<file path="src/rtl/anabellek_denetleyici_if.sv">
// Cache-side block request and main-memory beat bus of the main-memory block controller.
// slave is the controller's view; master is the side that drives requests and memory responses.
interface anabellek_denetleyici_if;
  logic         istek_i;
  logic         yaz_i;
  logic         oku_i;
  logic [31:0]  adres_i;
  logic [127:0] kirli_obek_i;
  logic         musait_o;
  logic         hazir_o;
  logic [127:0] okunan_obek_o;
  logic         hata_o;
  logic         bellek_gecerli_o;
  logic         bellek_yaz_o;
  logic [31:0]  bellek_adres_o;
  logic [31:0]  bellek_veri_o;
  logic         bellek_hazir_i;
  logic [31:0]  bellek_veri_i;

  modport slave (
    input  istek_i, yaz_i, oku_i, adres_i, kirli_obek_i, bellek_hazir_i, bellek_veri_i,
    output musait_o, hazir_o, okunan_obek_o, hata_o,
    output bellek_gecerli_o, bellek_yaz_o, bellek_adres_o, bellek_veri_o
  );

  modport master (
    output istek_i, yaz_i, oku_i, adres_i, kirli_obek_i, bellek_hazir_i, bellek_veri_i,
    input  musait_o, hazir_o, okunan_obek_o, hata_o,
    input  bellek_gecerli_o, bellek_yaz_o, bellek_adres_o, bellek_veri_o
  );
endinterface

</file>
<file path="src/rtl/anabellek_denetleyici.sv">
// Main-memory block controller: turns one cache block request into four 32-bit memory beats
// (write-back or fill), with an optional per-beat wait timeout that aborts the burst.
module anabellek_denetleyici #(
  parameter int ZAMAN_ASIMI = 255
) (
  input  logic                          clk_i,
  input  logic                          rst_i,
  anabellek_denetleyici_if.slave        bus
);
  localparam int BW = (ZAMAN_ASIMI > 1) ? $clog2(ZAMAN_ASIMI) : 1;
  localparam logic [BW-1:0] ESIK = BW'((ZAMAN_ASIMI > 0) ? ZAMAN_ASIMI - 1 : 0);

  typedef enum logic [1:0] {BOSTA, YAZ, OKU, TAMAM} durum_t;

  durum_t             durum_reg, durum_next;
  logic [1:0]         sayac_reg, sayac_next;
  logic [BW-1:0]      bekle_reg, bekle_next;
  logic [31:0]        taban_reg, taban_next;
  logic [3:0][31:0]   obek_reg, obek_next;
  logic [3:0][31:0]   dolgu_reg, dolgu_next;
  logic               hata_reg, hata_next;
  logic               vurus_aktif;
  logic               okuma_gecerli;

  always_ff @(posedge clk_i or posedge rst_i) begin
    if (rst_i) begin
      durum_reg <= BOSTA;
      sayac_reg <= '0;
      bekle_reg <= '0;
      taban_reg <= '0;
      obek_reg  <= '0;
      dolgu_reg <= '0;
      hata_reg  <= 1'b0;
    end else begin
      durum_reg <= durum_next;
      sayac_reg <= sayac_next;
      bekle_reg <= bekle_next;
      taban_reg <= taban_next;
      obek_reg  <= obek_next;
      dolgu_reg <= dolgu_next;
      hata_reg  <= hata_next;
    end
  end

  always_comb begin
    durum_next = durum_reg;
    sayac_next = sayac_reg;
    bekle_next = bekle_reg;
    taban_next = taban_reg;
    obek_next  = obek_reg;
    dolgu_next = dolgu_reg;
    hata_next  = hata_reg;
    case (durum_reg)
      BOSTA, TAMAM: begin
        durum_next = BOSTA;
        // A request with neither direction set is dropped without touching the latches.
        if (bus.istek_i && (bus.yaz_i || bus.oku_i)) begin
          durum_next = bus.yaz_i ? YAZ : OKU;
          taban_next = bus.adres_i & 32'hFFFF_FFF0;
          obek_next  = bus.kirli_obek_i;
          dolgu_next = '0;
          sayac_next = 2'd0;
          bekle_next = '0;
          hata_next  = 1'b0;
        end
      end
      default: begin
        if (bus.bellek_hazir_i) begin
          if (durum_reg == OKU) dolgu_next[sayac_reg] = bus.bellek_veri_i;
          sayac_next = sayac_reg + 2'd1;
          bekle_next = '0;
          if (sayac_reg == 2'd3) durum_next = TAMAM;
        end else if (ZAMAN_ASIMI > 0) begin
          if (bekle_reg == ESIK) begin
            durum_next = TAMAM;
            hata_next  = 1'b1;
          end else begin
            bekle_next = bekle_reg + 1'b1;
          end
        end
      end
    endcase
  end

  assign vurus_aktif   = (durum_reg == YAZ) || (durum_reg == OKU);
  // Aborted or write bursts complete with an all-zero block.
  assign okuma_gecerli = (durum_reg == TAMAM) && !hata_reg;

  assign bus.musait_o         = (durum_reg == BOSTA) || (durum_reg == TAMAM);
  assign bus.hazir_o          = (durum_reg == TAMAM);
  assign bus.hata_o           = (durum_reg == TAMAM) && hata_reg;
  assign bus.bellek_gecerli_o = vurus_aktif;
  assign bus.bellek_yaz_o     = (durum_reg == YAZ);
  assign bus.bellek_adres_o   = vurus_aktif ? (taban_reg + {28'd0, sayac_reg, 2'b00}) : 32'd0;
  assign bus.bellek_veri_o    = vurus_aktif ? obek_reg[sayac_reg] : 32'd0;

  generate
    for (genvar gi = 0; gi < 4; gi++) begin : g_okunan
      assign bus.okunan_obek_o[32*gi +: 32] = okuma_gecerli ? dolgu_reg[gi] : 32'd0;
    end
  endgenerate
endmodule
</file>
<file path="src/flat_wrapper.sv">
// flat-port wrapper written by rule: the top's interface ports become plain ports
module anabellek_denetleyici_flat 
#(
  parameter int ZAMAN_ASIMI = 255
)
  (clk_i, rst_i, bus_istek_i, bus_yaz_i, bus_oku_i, bus_adres_i, bus_kirli_obek_i, bus_bellek_hazir_i, bus_bellek_veri_i, bus_musait_o, bus_hazir_o, bus_okunan_obek_o, bus_hata_o, bus_bellek_gecerli_o, bus_bellek_yaz_o, bus_bellek_adres_o, bus_bellek_veri_o);
  anabellek_denetleyici_if bus_i ();
  input  logic clk_i;
  input  logic rst_i;
  input wire logic [$bits(bus_i.istek_i)-1:0] bus_istek_i;
  input wire logic [$bits(bus_i.yaz_i)-1:0] bus_yaz_i;
  input wire logic [$bits(bus_i.oku_i)-1:0] bus_oku_i;
  input wire logic [$bits(bus_i.adres_i)-1:0] bus_adres_i;
  input wire logic [$bits(bus_i.kirli_obek_i)-1:0] bus_kirli_obek_i;
  input wire logic [$bits(bus_i.bellek_hazir_i)-1:0] bus_bellek_hazir_i;
  input wire logic [$bits(bus_i.bellek_veri_i)-1:0] bus_bellek_veri_i;
  output wire logic [$bits(bus_i.musait_o)-1:0] bus_musait_o;
  output wire logic [$bits(bus_i.hazir_o)-1:0] bus_hazir_o;
  output wire logic [$bits(bus_i.okunan_obek_o)-1:0] bus_okunan_obek_o;
  output wire logic [$bits(bus_i.hata_o)-1:0] bus_hata_o;
  output wire logic [$bits(bus_i.bellek_gecerli_o)-1:0] bus_bellek_gecerli_o;
  output wire logic [$bits(bus_i.bellek_yaz_o)-1:0] bus_bellek_yaz_o;
  output wire logic [$bits(bus_i.bellek_adres_o)-1:0] bus_bellek_adres_o;
  output wire logic [$bits(bus_i.bellek_veri_o)-1:0] bus_bellek_veri_o;
  assign bus_i.istek_i = bus_istek_i;
  assign bus_i.yaz_i = bus_yaz_i;
  assign bus_i.oku_i = bus_oku_i;
  assign bus_i.adres_i = bus_adres_i;
  assign bus_i.kirli_obek_i = bus_kirli_obek_i;
  assign bus_i.bellek_hazir_i = bus_bellek_hazir_i;
  assign bus_i.bellek_veri_i = bus_bellek_veri_i;
  assign bus_musait_o = bus_i.musait_o;
  assign bus_hazir_o = bus_i.hazir_o;
  assign bus_okunan_obek_o = bus_i.okunan_obek_o;
  assign bus_hata_o = bus_i.hata_o;
  assign bus_bellek_gecerli_o = bus_i.bellek_gecerli_o;
  assign bus_bellek_yaz_o = bus_i.bellek_yaz_o;
  assign bus_bellek_adres_o = bus_i.bellek_adres_o;
  assign bus_bellek_veri_o = bus_i.bellek_veri_o;
  anabellek_denetleyici #(.ZAMAN_ASIMI(ZAMAN_ASIMI)) u_core (.clk_i(clk_i), .rst_i(rst_i), .bus(bus_i));
endmodule
</file>
<file path="config.mk">
export PLATFORM = sky130hd
export DESIGN_NAME = anabellek_denetleyici_flat
export DESIGN_NICKNAME = d
export VERILOG_FILES = /design/src/rtl/anabellek_denetleyici_if.sv /design/src/rtl/anabellek_denetleyici.sv /design/src/flat_wrapper.sv
export SDC_FILE = /design/constraint.sdc
export NUM_CORES = 1
export LEC_CHECK = 0
export BUFFER_PORTS_ARGS = -buffer_cell sky130_fd_sc_hd__buf_2
export CAP_MARGIN = 30
export CORE_ASPECT_RATIO = 0.75
export CORE_MARGIN = 3
export CORE_UTILIZATION = 40
export DETAILED_ROUTE_END_ITERATION = 16
export PLACE_DENSITY_LB_ADDON = 0.2
export SYNTH_ARGS = -nofsm -noshare
export SYNTH_HDL_FRONTEND = slang
export SYNTH_SLANG_ARGS = --single-unit
</file>
<file path="constraint.sdc">
create_clock -name clk_i -period 11.5 [get_ports clk_i]
set_clock_uncertainty 0.05 [all_clocks]
set_input_delay 2.3 -clock clk_i [delete_from_list [all_inputs] [get_ports clk_i]]
set_output_delay 2.3 -clock clk_i [all_outputs]
set_load 0.01 [all_outputs]
</file>
# [Word-level counts from Yosys, hierarchy flattened]
# Cells that the tools add are included.
[op_classes] add_sub_neg=3 magnitude_cmp=2 n_eq_ne=9 mux=32 reduce_logical=20
[op_table] operator="$mux W128" n=4
[op_table] operator="$mux W32" n=8
[op_table] operator="$bwmux W128" n=1
[op_table] operator="$bmux W32 S2" n=1
[op_table] operator="$demux W32 S2" n=1
[op_table] operator="$add A32 B4 Y32" n=1
[op_table] operator="$mux W8" n=4
[op_table] operator="$mux W2" n=9
[op_table] operator="$add A8 B1 Y8 const B" n=1
[op_table] operator="$eq A8 B8 Y1 const B" n=1
[op_table] operator="$reduce_and A2 Y1" n=4
[op_table] operator="$eq A2 B2 Y1 const B" n=3
[op_table] operator="$reduce_and A3 Y1" n=2
[op_table] operator="$reduce_bool A2 Y1" n=3
[op_table] operator="$logic_and A1 B1 Y1" n=4
[op_table] operator="$mux W1" n=4
[op_table] operator="$ne A2 B1 Y1 const B" n=2
[op_table] operator="$logic_or A1 B1 Y1" n=3
[op_table] operator="$lt A2 B3 Y1 const B" n=1
[op_table] operator="$ne A3 B1 Y1 const B" n=1
[op_table] operator="$ne A3 B3 Y1 const B" n=1
[op_table] operator="$reduce_bool A3 Y1" n=1
[op_table] operator="$add A2 B1 Y2 const B" n=1
[op_table] operator="$eq A2 B1 Y1 const B" n=1
[op_table] operator="4 further kinds" n=4
[word_totals] reg_bits=297 in_bits=198 out_inout_bits=197 elab_cells=79

# [Depth between registers and ports, before layout]
# Gate-level depths: netlist (run 1).
[logic_depth] depth_word=8 mapped_depth=8 depth_no_buf=6

# [Worst setup path after synthesis (run 1)]
# OpenSTA, ideal clock, no wires.
[synth_path] path_kind="flip-flop to output port" start="register u_core.sayac_reg[0]" end="output bus_bellek_veri_o[10]" t_arrival_ns=1.586 required_ns=9.150 slack_ns=7.564 stages_incl_launch_ff=5 n_path_buf=2 cell_sequence="dfrtp_1 -> buf_2 -> buf_2 -> mux4_2 -> and2_1"
[synth_between] elab_chain_cells=3
[synth_lines] item="start, declared" line_no="anabellek_denetleyici.sv:16" rtl="logic [1:0] sayac_reg, sayac_next;"
[synth_lines] item="start signal, assigned" line_no="anabellek_denetleyici.sv:36" rtl="sayac_reg <= sayac_next;"
[synth_lines] item="$bmux W32 S2" line_no="anabellek_denetleyici.sv:95" rtl="assign bus.bellek_veri_o = vurus_aktif ? obek_reg[sayac_reg] : 32'd0;"
[synth_lines] item="$mux W32 (not written as such)" line_no="anabellek_denetleyici.sv:95"
[synth_lines] item="$mux W32" line_no="anabellek_denetleyici.sv:95"
[synth_lines] item="end, declared" line_no="flat_wrapper.sv:24" rtl="output wire logic [$bits(bus_i.bellek_veri_o)-1:0] bus_bellek_veri_o;"
# No other way between the ends. The select of a mux whose other input is x is not followed.

# [Final worst setup path (run 1)]
[layout_path] start="register u_core.sayac_reg[0]" end="output bus_bellek_veri_o[21]"
# Same word-level chain as after synthesis.

==> run metrics, run 1 <==
RSZ-0062 raised after global routing=no; share of layout cells above drive strength 1=48.9%; leakage=0.00824 uW; HP Class=flip-flop to flip-flop; post-synthesis sequential area ratio=56.7%; worst vdd ir=0.156 mV; hold_ws=0.439 ns; TritonCTS clock tree=built; crit-path max cell delay=0.60 ns; setup TNS=0 ns; Max-Cap Viols=0; CORE AREA=31700 um^2; drt first pass iters=4; global-route wire length before repair=57.8 mm; commonest non-fill, non-tap cell in the layout=buf_2; initial antenna violation count=9; HP Start=u_core.dolgu_reg[100]$_DFFE_PP0P_; cells along the critical path=buf_4 > mux4_2 > and2_1 > buf_2; WP buf/inv=2; GRT Residual Overflow=0; clk buf depth=3; Max Clock Freq=209 MHz; Syn Area/Cell=13.6 um^2; dpl cells=1727; # DRC=0; Final Hold Violating Endpoints=0; Worst Setup End Kind=output pin; All-Layer GR Usage=20.9%; Slew Limit Fails=0; Die ar.=35000 um^2; Least-Margin Pin Slew=0.882 ns; Resized cells post-CTS=0; Placer Congestion=0.792; Starting Density=41.3%; Final setup viols=0; flops & latches, synth=297; Critical Path RT=9.15 ns; hold_buf cts=0; RR Startpoint=u_core.durum_reg[0]$_DFFE_PP0P_; number of global-route vias before repair=9804; cell count after synthesis=960; Num CTS Buffers=31; non-filler cells, final=1791; Critical Path AT=2.44 ns; Clock Latency Late Sink=0.56 ns; yosys warns=0; critical path's top delay family=buffers and inverters; placed wire-length estimate=24.9 mm; Netlist cell types=35; vias=9288; status=finished, final reports clean; Area Overhead vs Synth=26.9%; Slew headroom=41.2%; Num Clock Sinks=297; largest net degree at the start of global routing=129; post-CTS setup buffer count=0; drt total wl=36.9 mm; Synth Cell Area=13100 um^2; Root Buffer=clkbuf_16; critical path's slowest cell=buf_4; WL/cell=20.6 um; io pins=395; min Tclk post-route=4.79 ns; Chip Height=163 um; fin nets=1533; CP startpoint kind=flip-flop; Clk pin slew, worst setup/hold paths=0.06 ns; CP max FO=37; commonest non-fill, non-tap cells in the layout=buf_2 (388), dfrtp_1 (295), and2_1 (164), mux2_2 (156), a22o_1 (129); die width=215 um; FP Rows=56; Via density=5.19; power per cell area=276 nW/um^2; Setup crit start=u_core.sayac_reg[0]$_DFFE_PP0P_; CTS H-tree lvls=1; final period utilization=41.7%; Port Buffers=388; Initial DRC Count=633; antenna viol nets, final=0; crit path kind=flip-flop to output pin
## Yosys cell counts
cell	instances	share of area, %
a21boi_0	4	0.23
a21oi_1	5	0.19
a22o_1	129	8.6
a31oi_1	1	0.048
and2_1	165	7.9
and3b_1	1	0.067
buf_1	1	0.029
buf_2	43	1.6
buf_4	2	0.11
clkbuf_1	30	0.86
conb_1	1	0.029
dfrtp_1	297	57
ha_1	9	0.86
inv_1	7	0.20
mux2_2	156	13
mux2i_1	1	0.076
mux4_2	32	5.5
nand2_1	7	0.20
nand2b_1	2	0.095
nand3_1	4	0.15
nand3b_1	1	0.057
nand4_1	1	0.048
nor2_1	6	0.17
nor2b_1	29	1.4
o211ai_1	1	0.057
o21a_1	1	0.057
o21ai_0	8	0.31
o21ai_1	4	0.15
o21ba_2	1	0.076
o22ai_1	1	0.048
o31ai_1	4	0.23
o32ai_4	1	0.21
or2_2	1	0.048
or3_1	1	0.048
or4_1	3	0.17
## where the power goes
part           switching, uW  internal, uW
registers                222          1480
logic                    890           900
clock network            428           670
## final timing paths
kind	end	slack, ns	depth (start not counted)
min	u_core.dolgu_reg[100]$_DFFE_PP0P_	0.44	1
max reg2reg	u_core.obek_reg[105]$_DFFE_PP0P_	8.33	7
max in group asynchronous	u_core.obek_reg[22]$_DFFE_PP0P_	7.44	4
min reg2reg	u_core.dolgu_reg[100]$_DFFE_PP0P_	0.44	1
min in group asynchronous	u_core.dolgu_reg[79]$_DFFE_PP0P_	1.79	2
max	bus_bellek_veri_o[21]	6.71	4
## per-stage QoR
| step | instance area (um^2) | total power (uW) | util (%) | setup WS, ns |
|---|---|---|---|---|
| 2_1_floorplan | 13100 | 2910 | - | 0.946 |
| 3_3_place_gp | 15400 | 3460 | 48.5 | 6.53 |
| 6_report | 16600 | 4590 | 52.4 | 6.71 |
| 4_1_cts | 16600 | 4640 | 52.2 | 6.58 |
| 3_5_place_dp | 15500 | 3510 | 48.7 | 6.71 |
| 5_1_grt | 16600 | 4890 | 52.3 | 6.52 |
## cell families after synthesis
kind of cell,after synthesis,share of synthesized area (%)
DFF,297,56.7
and+or+nand+nor,221,10.3
muxes,189,19.0
AOI/OAI and AO/OA,160,10.2
buffers and inverters,83,2.85
adders and majority gates,9,0.860
other,1,0.0286
## layout make-up
cell class | instances | area (um^2)
Antenna cell | 5 | 12.5
Timing Repair Buffer | 408 | 2140
Clock inverter | 16 | 250
Sequential cell | 297 | 7430
Multi-Input combinational cell | 581 | 5320
Inverter | 7 | 33.8
Fill cell | 2848 | 15100
Clock buffer | 42 | 877
Tap cell | 435 | 544
## per-layer routing
layer | vias up | routed length (um) | share of wire (%) | GRT usage (%)
met1 | 4771 | 16300 | 44 | 28.7
met3 | 53 | 2260 | 6.1 | 5.26
met5 | - | 61 | 0.17 | 0
li1 | 4189 | - | - | -
met4 | 10 | 719 | 1.9 | 4.89
met2 | 265 | 17600 | 48 | 33.6
Power figures use the tool's default switching activity.
==> run 2, diff against run 1 <==
==> constraint.sdc (replaced) <==
create_clock -name clk_i -period 4.3 [get_ports clk_i]
set_clock_uncertainty 0.05 [all_clocks]
set_input_delay 0.86 -clock clk_i [delete_from_list [all_inputs] [get_ports clk_i]]
set_output_delay 0.86 -clock clk_i [all_outputs]
set_load 0.01 [all_outputs]
==> run 2 against run 1 <==
  * Setup slack worse by 5.9 ns
  * Sequential cell count unchanged
  * Non-clock buffer count down 2
  * Core utilization down 0.22 points
  * Sequential share of layout area up 0.19 points
  * Sequential power rose to 2.7 times the previous value
  * Critical path type unchanged
==> run metrics, run 2 (synthesis results as in run 1) <==
status=finished, final reports clean (unchanged); antenna viol nets, final=0 (unchanged); Cell Area, Placed=15500 um^2 (about the same); Starting Density=41.3% (unchanged); cells along the critical path=ha_1 > nor2b_4 > buf_12 > and2_1 > buf_2 (was buf_4 > mux4_2 > and2_1 > buf_2); Port Buffers=388 (unchanged); initial antenna violation count=15 (was 9); min Tclk post-route=3.50 ns; Resized cells post-CTS=0 (unchanged); share of layout cells above drive strength 1=49.1% (was 48.9%); Slew Limit Fails=0 (unchanged); hold_buf cts=0 (unchanged); commonest non-fill, non-tap cells in the layout=buf_2 (388), dfrtp_1 (295), and2_1 (163), mux2_2 (156), a22o_1 (129) (was buf_2 (388), dfrtp_1 (295), and2_1 (164), mux2_2 (156), a22o_1 (129)); CORE AREA=31700 um^2 (unchanged); design area=16600 um^2 (about the same); Least-Margin Pin Slew=1.03 ns (was 0.882 ns); Critical Path RT=3.39 ns (was 9.15 ns); clk buf depth=3 (unchanged); critical path's slowest cell=nor2b_4 (was buf_4); number of global-route vias before repair=9694 (was 9804); Max Clock Freq=286 MHz; CTS H-tree lvls=1 (unchanged); crit path kind=flip-flop to output pin (unchanged); GRT Residual Overflow=0 (unchanged); leakage=0.00823 uW (was 0.00824 uW); hold_ws=0.429 ns (was 0.439 ns); placed wire-length estimate=25.4 mm (was 24.9 mm); post-CTS setup buffer count=0 (unchanged); Clock Latency Late Sink=0.54 ns (was 0.56 ns); Worst Setup End Kind=output pin (unchanged); HP Class=input port to asynchronous set/reset pin (was flip-flop to flip-flop); Die ar.=35000 um^2 (unchanged); largest net degree at the start of global routing=158 (was 129); Critical Path AT=2.59 ns (was 2.44 ns); Area Overhead vs Synth=26.3% (was 26.9%); die width=215 um (unchanged); Slew headroom=31.0% (was 41.2%); Final setup viols=0 (unchanged); Initial DRC Count=831 (was 633); drt first pass iters=5 (was 4); Filler cells=2812 (was 2848); power per cell area=727 nW/um^2 (was 276 nW/um^2); FP Rows=56 (unchanged); TritonCTS clock tree=built (unchanged); Clk pin slew, worst setup/hold paths=0.07 ns (was 0.06 ns); crit-path max cell delay=0.62 ns (was 0.60 ns); RSZ-0062 raised after global routing=no (unchanged); All-Layer GR Usage=20.8% (was 20.9%); final period utilization=81.3%; worst vdd ir=0.434 mV (was 0.156 mV); CP startpoint kind=flip-flop (unchanged); pre-CTS WS=1.37 ns (was 6.71 ns); Num Clock Sinks=297 (unchanged); worst setup margin=0.804 ns (was 6.71 ns); Num CTS Buffers=31 (unchanged); fin nets=1531 (was 1533); io pins=395 (unchanged); global-route wire length before repair=57.5 mm (was 57.8 mm); Final Hold Violating Endpoints=0 (unchanged); # DRC=0 (unchanged); vias=9265 (was 9288); Max-Cap Viols=0 (unchanged); commonest non-fill, non-tap cell in the layout=buf_2 (unchanged); CP max FO=94 (was 37); Placer Congestion=0.792 (about the same); Root Buffer=clkbuf_16 (unchanged); drt total wl=37.0 mm (was 36.9 mm); Chip Height=163 um (unchanged); Via density=5.18 (was 5.19); WL/cell=20.7 um (was 20.6 um)
[run 2: power by group]
part	total (uW)	switching, uW	internal [uW]
sequential	4570	615	3950
clock	2710	1120	1600
combinational	4760	2340	2420
total	12000	4070	7970
[run 2: stage by stage]
step | utilization [%] | setup TNS, ns | cells | total power, uW
floorplan | - | -164.86 | 961 | 7770
global placement | 48.7 | 0 | 1725 | 9300
detailed placement | 48.8 | 0 | 1726 | 9420
CTS | 52.1 | 0 | 1782 | 12200
global route | 52.1 | 0 | 1789 | 12800
finish | 52.1 | 0 | 1789 | 12000
[run 2: worst max-delay path: cells and delay by family, from the launching register on]
| family | cells | cell delay, ns |
|---|---|---|
| adder cells (fa/ha/maj) | 1 | 0.20 |
| flip-flops | 1 | 0.40 |
| AND/OR/NAND/NOR | 2 | 0.87 |
| buffers and inverters | 2 | 0.52 |
[run 2: path summary, 6_finish.rpt]
path	slack, ns	end	cells after the start	start
setup / recovery	0.80	bus_okunan_obek_o[75]	5	u_core.durum_reg[0]$_DFFE_PP0P_
hold / removal	0.43	u_core.dolgu_reg[88]$_DFFE_PP0P_	2	rst_i
setup reg to reg	1.59	u_core.obek_reg[8]$_DFFE_PP0P_	6	u_core.durum_reg[0]$_DFFE_PP0P_
hold reg to reg	0.44	u_core.dolgu_reg[30]$_DFFE_PP0P_	1	u_core.dolgu_reg[30]$_DFFE_PP0P_
max in group asynchronous	2.81	u_core.dolgu_reg[76]$_DFFE_PP0P_	3	rst_i
min in group clk_i	0.44	u_core.dolgu_reg[30]$_DFFE_PP0P_	1	u_core.dolgu_reg[30]$_DFFE_PP0P_
[run 2: area by class of cell]
| class | instances | area, um^2 | share of cell area [%] |
|---|---|---|---|
| tap | 435 | 544 | 3.29 |
| antenna | 7 | 17.5 | 0.106 |
| multi-input combinational | 581 | 5330 | 32.2 |
| clock buffer | 41 | 903 | 5.46 |
| inverter | 7 | 30.0 | 0.181 |
| clock inverter | 15 | 144 | 0.869 |
| sequential | 297 | 7430 | 44.9 |
| timing repair buffer | 406 | 2150 | 13.0 |
[run 2: layer usage]
layer  global-route usage, %  vias up  part of all wire (%)
li1                        -     4186                     -
met1                    29.2     4727                    45
met2                    32.5      281                    47
met3                    5.65       55                   6.8
met4                    4.77       16                   1.7
met5                       0        -                  0.27
==> run 3, diff against run 2 <==
--- a/config.mk
+++ b/config.mk
@@ -5,6 +5,7 @@
 export SDC_FILE = /design/constraint.sdc
 export NUM_CORES = 1
 export LEC_CHECK = 0
+export ABC_AREA = 1
 export BUFFER_PORTS_ARGS = -buffer_cell sky130_fd_sc_hd__buf_2
 export CAP_MARGIN = 30
 export CORE_ASPECT_RATIO = 0.75
==> constraint.sdc (replaced) <==
create_clock -name clk_i -period 3.1 [get_ports clk_i]
set_clock_uncertainty 0.05 [all_clocks]
set_input_delay 0.62 -clock clk_i [delete_from_list [all_inputs] [get_ports clk_i]]
set_output_delay 0.62 -clock clk_i [all_outputs]
set_load 0.01 [all_outputs]
==> run 3 against run 2 <==
  * Cell count increased by 46%
  * Global-route usage increased by 2.0 points
  * Register-to-register slack got worse by 0.92 ns
  * Setup slack got worse by 0.65 ns
  * Highest routed layer unchanged
  * Hold slack got worse by 0.40 ns
  * Count of clock-buffer cells in the layout increased by 5
  * Total power increased by 42%
==> run metrics, run 3 <==
Area Overhead vs Synth=24.5% (was 26.3%); status=finished, final reports clean (unchanged); Max-Cap Viols=0 (unchanged); Max Clock Freq=339 MHz; Starting Density=40.8% (was 41.3%); CORE AREA=33700 um^2 (was 31700 um^2); HP Class=input port to asynchronous set/reset pin (unchanged); FP Rows=58 (was 56); largest family of logic cells by synthesized area=simple AND/OR/NAND/NOR gates (was multiplexers); Chip Height=167 um (was 163 um); Num CTS Buffers=31 (unchanged); critical path's slowest cell=dfrtp_4 (was nor2b_4); CP max FO=32 (was 94); Worst Setup End Kind=output pin (unchanged); xor/xnor cell area share of the yosys netlist=0.0637% (was 0%); CTS H-tree lvls=1 (unchanged); Placer Congestion=0.839 (was 0.792); crit-path max cell delay=0.60 ns (was 0.62 ns); flops & latches, synth=297 (unchanged); Die ar.=36600 um^2 (was 35000 um^2); Post-Synth Simple-Gate Area=24.1% (was 10.3%); worst vdd ir=0.817 mV (was 0.434 mV); GRT Residual Overflow=0 (unchanged); number of global-route vias before repair=12627 (was 9694); Synth top area share=54.1% (was 56.7%); leakage=0.00888 uW (was 0.00823 uW); compound-cell area share of the yosys netlist=11.1% (was 10.2%); largest net degree at the start of global routing=119 (was 158); post-synthesis sequential area ratio=54.1% (was 56.7%); Final setup viols=0 (unchanged); cell count after synthesis=1787 (was 960); Post-synth top cells=nand2_1 (573), dfrtp_1 (297), nor2_1 (232) (was dfrtp_1 (297), and2_1 (165), mux2_2 (156)); WL/cell=16.2 um (was 20.7 um); pre-CTS WS=0.626 ns (was 1.37 ns); most frequent cell after synthesis=nand2_1 (was dfrtp_1); Num Clock Sinks=297 (unchanged); Finished Core Util=50.8% (was 52.1%); crit path kind=flip-flop to output pin (unchanged); hold_buf cts=0 (unchanged); final period utilization=95.1%; Root Buffer=clkbuf_16 (unchanged); Via density=4.86 (was 5.18); mux contribution to synthesized area=0% (was 19.0%); Synth Flop Type=dfrtp_1 (unchanged); Netlist cell types=27 (was 35); Adder-Cell Fraction of Synth Area=0.820% (was 0.860%); Critical Path AT=2.28 ns (was 2.59 ns); min Tclk post-route=2.95 ns; RSZ-0062 raised after global routing=no (unchanged); yosys warns=0 (unchanged); clk buf depth=3 (unchanged); TritonCTS clock tree=built (unchanged); Post-synth EDFFs=0 (unchanged); Port Buffers=388 (unchanged); Least-Margin Pin Slew=0.666 ns (was 1.03 ns); drt first pass iters=5 (unchanged); CP startpoint kind=flip-flop (unchanged); vias=12673 (was 9265); Slew Limit Fails=0 (unchanged); placed wire-length estimate=28.2 mm (was 25.4 mm); antenna viol nets, final=0 (unchanged); Initial DRC Count=907 (was 831); fin nets=2337 (was 1531); initial antenna violation count=10 (was 15); Clk pin slew, worst setup/hold paths=0.06 ns (was 0.07 ns); die width=220 um (was 215 um); # DRC=0 (unchanged); drt total wl=42.1 mm (was 37.0 mm); setup TNS=0 ns (unchanged); global-route wire length before repair=67.6 mm (was 57.5 mm); worst reg2reg path depth=6 (unchanged); All-Layer GR Usage=22.8% (was 20.8%); Clock Latency Late Sink=0.56 ns (was 0.54 ns); Slew headroom=55.6% (was 31.0%); share of layout cells above drive strength 1=22.3% (was 49.1%); Filler cells=3384 (was 2812); commonest non-fill, non-tap cell in the layout=nand2_1 (was buf_2); Final Hold Violating Endpoints=0 (unchanged); asr flop ratio synth=100% (unchanged); area leader, netlist=dfrtp_1 (unchanged); worst setup margin=0.152 ns (was 0.804 ns); Synth Cell Area=13700 um^2 (was 13100 um^2); largest cells by area after synthesis=dfrtp_1 (54%), nand2_1 (16%), o21ai_0 (7.2%), nor2_1 (6.3%), inv_1 (5.8%) (was dfrtp_1 (57%), mux2_2 (13%), a22o_1 (8.6%), and2_1 (7.9%), mux4_2 (5.5%)); cells along the critical path=clkinvlp_4 > buf_12 > o21ai_0 > a21oi_1 > buf_2 (was ha_1 > nor2b_4 > buf_12 > and2_1 > buf_2); Critical Path RT=2.43 ns (was 3.39 ns); io pins=395 (unchanged); Syn Area/Cell=7.69 um^2 (was 13.6 um^2); commonest non-fill, non-tap cells in the layout=nand2_1 (572), buf_2 (388), dfrtp_1 (296), nor2_1 (232), inv_1 (211) (was buf_2 (388), dfrtp_1 (295), and2_1 (163), mux2_2 (156), a22o_1 (129)); power per cell area=998 nW/um^2 (was 727 nW/um^2)
run 3: cell type report:
cell class                      instances  area (um^2)  share of cell area (%)
Timing Repair Buffer                  417         2310                    13.5
Sequential cell                       297         7440                    43.5
Multi-Input combinational cell       1167         4970                    29.1
Antenna cell                            6         15.0                  0.0878
Clock inverter                         10         81.3                   0.475
Inverter                              216          823                    4.81
Clock buffer                           46          902                    5.27
Tap cell                              450          563                    3.29
run 3: final timing paths:
path | end | slack, ns | start
worst max-delay path | bus_bellek_veri_o[16] | 0.15 | u_core.sayac_reg[0]$_DFFE_PP0P_
worst min-delay path | u_core.obek_reg[92]$_DFFE_PP0P_ | 0.03 | rst_i
worst max register to register | u_core.taban_reg[6]$_DFFE_PP0P_ | 0.67 | u_core.durum_reg[0]$_DFFE_PP0P_
worst min register to register | u_core.dolgu_reg[54]$_DFFE_PP0P_ | 0.42 | u_core.dolgu_reg[54]$_DFFE_PP0P_
max in group asynchronous | u_core.obek_reg[8]$_DFFE_PP0P_ | 1.97 | rst_i
min in group clk_i | u_core.obek_reg[104]$_DFFE_PP0P_ | 0.19 | bus_kirli_obek_i[104]
run 3: layer usage:
metal  wire [um]  track usage [%]  vias up
li1            -                -     6139
met1       19400             32.2     6081
met2       19100             35.9      350
met3        2150             3.79       93
met4        1430             7.50       10
met5          57                0        -
run 3: per-stage QoR:
| stage | instances | hold slack, ns | total power [uW] | cell area (um^2) |
|---|---|---|---|---|
| floorplan | 1788 | 0.392 | 10900 | 13700 |
| detailed placement | 2547 | 0.408 | 13500 | 16100 |
| global placement | 2547 | 0.404 | 13400 | 16100 |
| finish | 2609 | 0.0330 | 17100 | 17100 |
| CTS | 2603 | 0.0161 | 17300 | 17100 |
| global route | 2608 | 0.0424 | 18500 | 17100 |
run 3: power breakdown:
part | switching, uW | internal (uW)
clock | 1570 | 2080
combinational | 4890 | 2360
sequential | 747 | 5420
total | 7210 | 9860
run 3: worst max-delay path, delay by kind of cell, from the launching register on:
kind,cells,cell delay (ns)
compound gates,2,0.47
buf+inv,3,0.63
flops,1,0.60
run 3: logic make-up (layout without fill, tap and decap cells):
kind of cell / count (synthesis) / count (layout)
AND/OR/NAND/NOR: 855 / 855
buffers and inverters: 324 / 689
AO/OA/AOI/OAI: 300 / 300
flip-flops: 297 / 297
adder cells (fa/ha/maj): 9 / 9
other: 1 / 8
XOR/XNOR: 1 / 1
run 3: timing repair:
action,4_1_cts,5_1_grt
endpoints found under the setup margin,0,2
buffers inserted,0,0
resized for setup,0,1
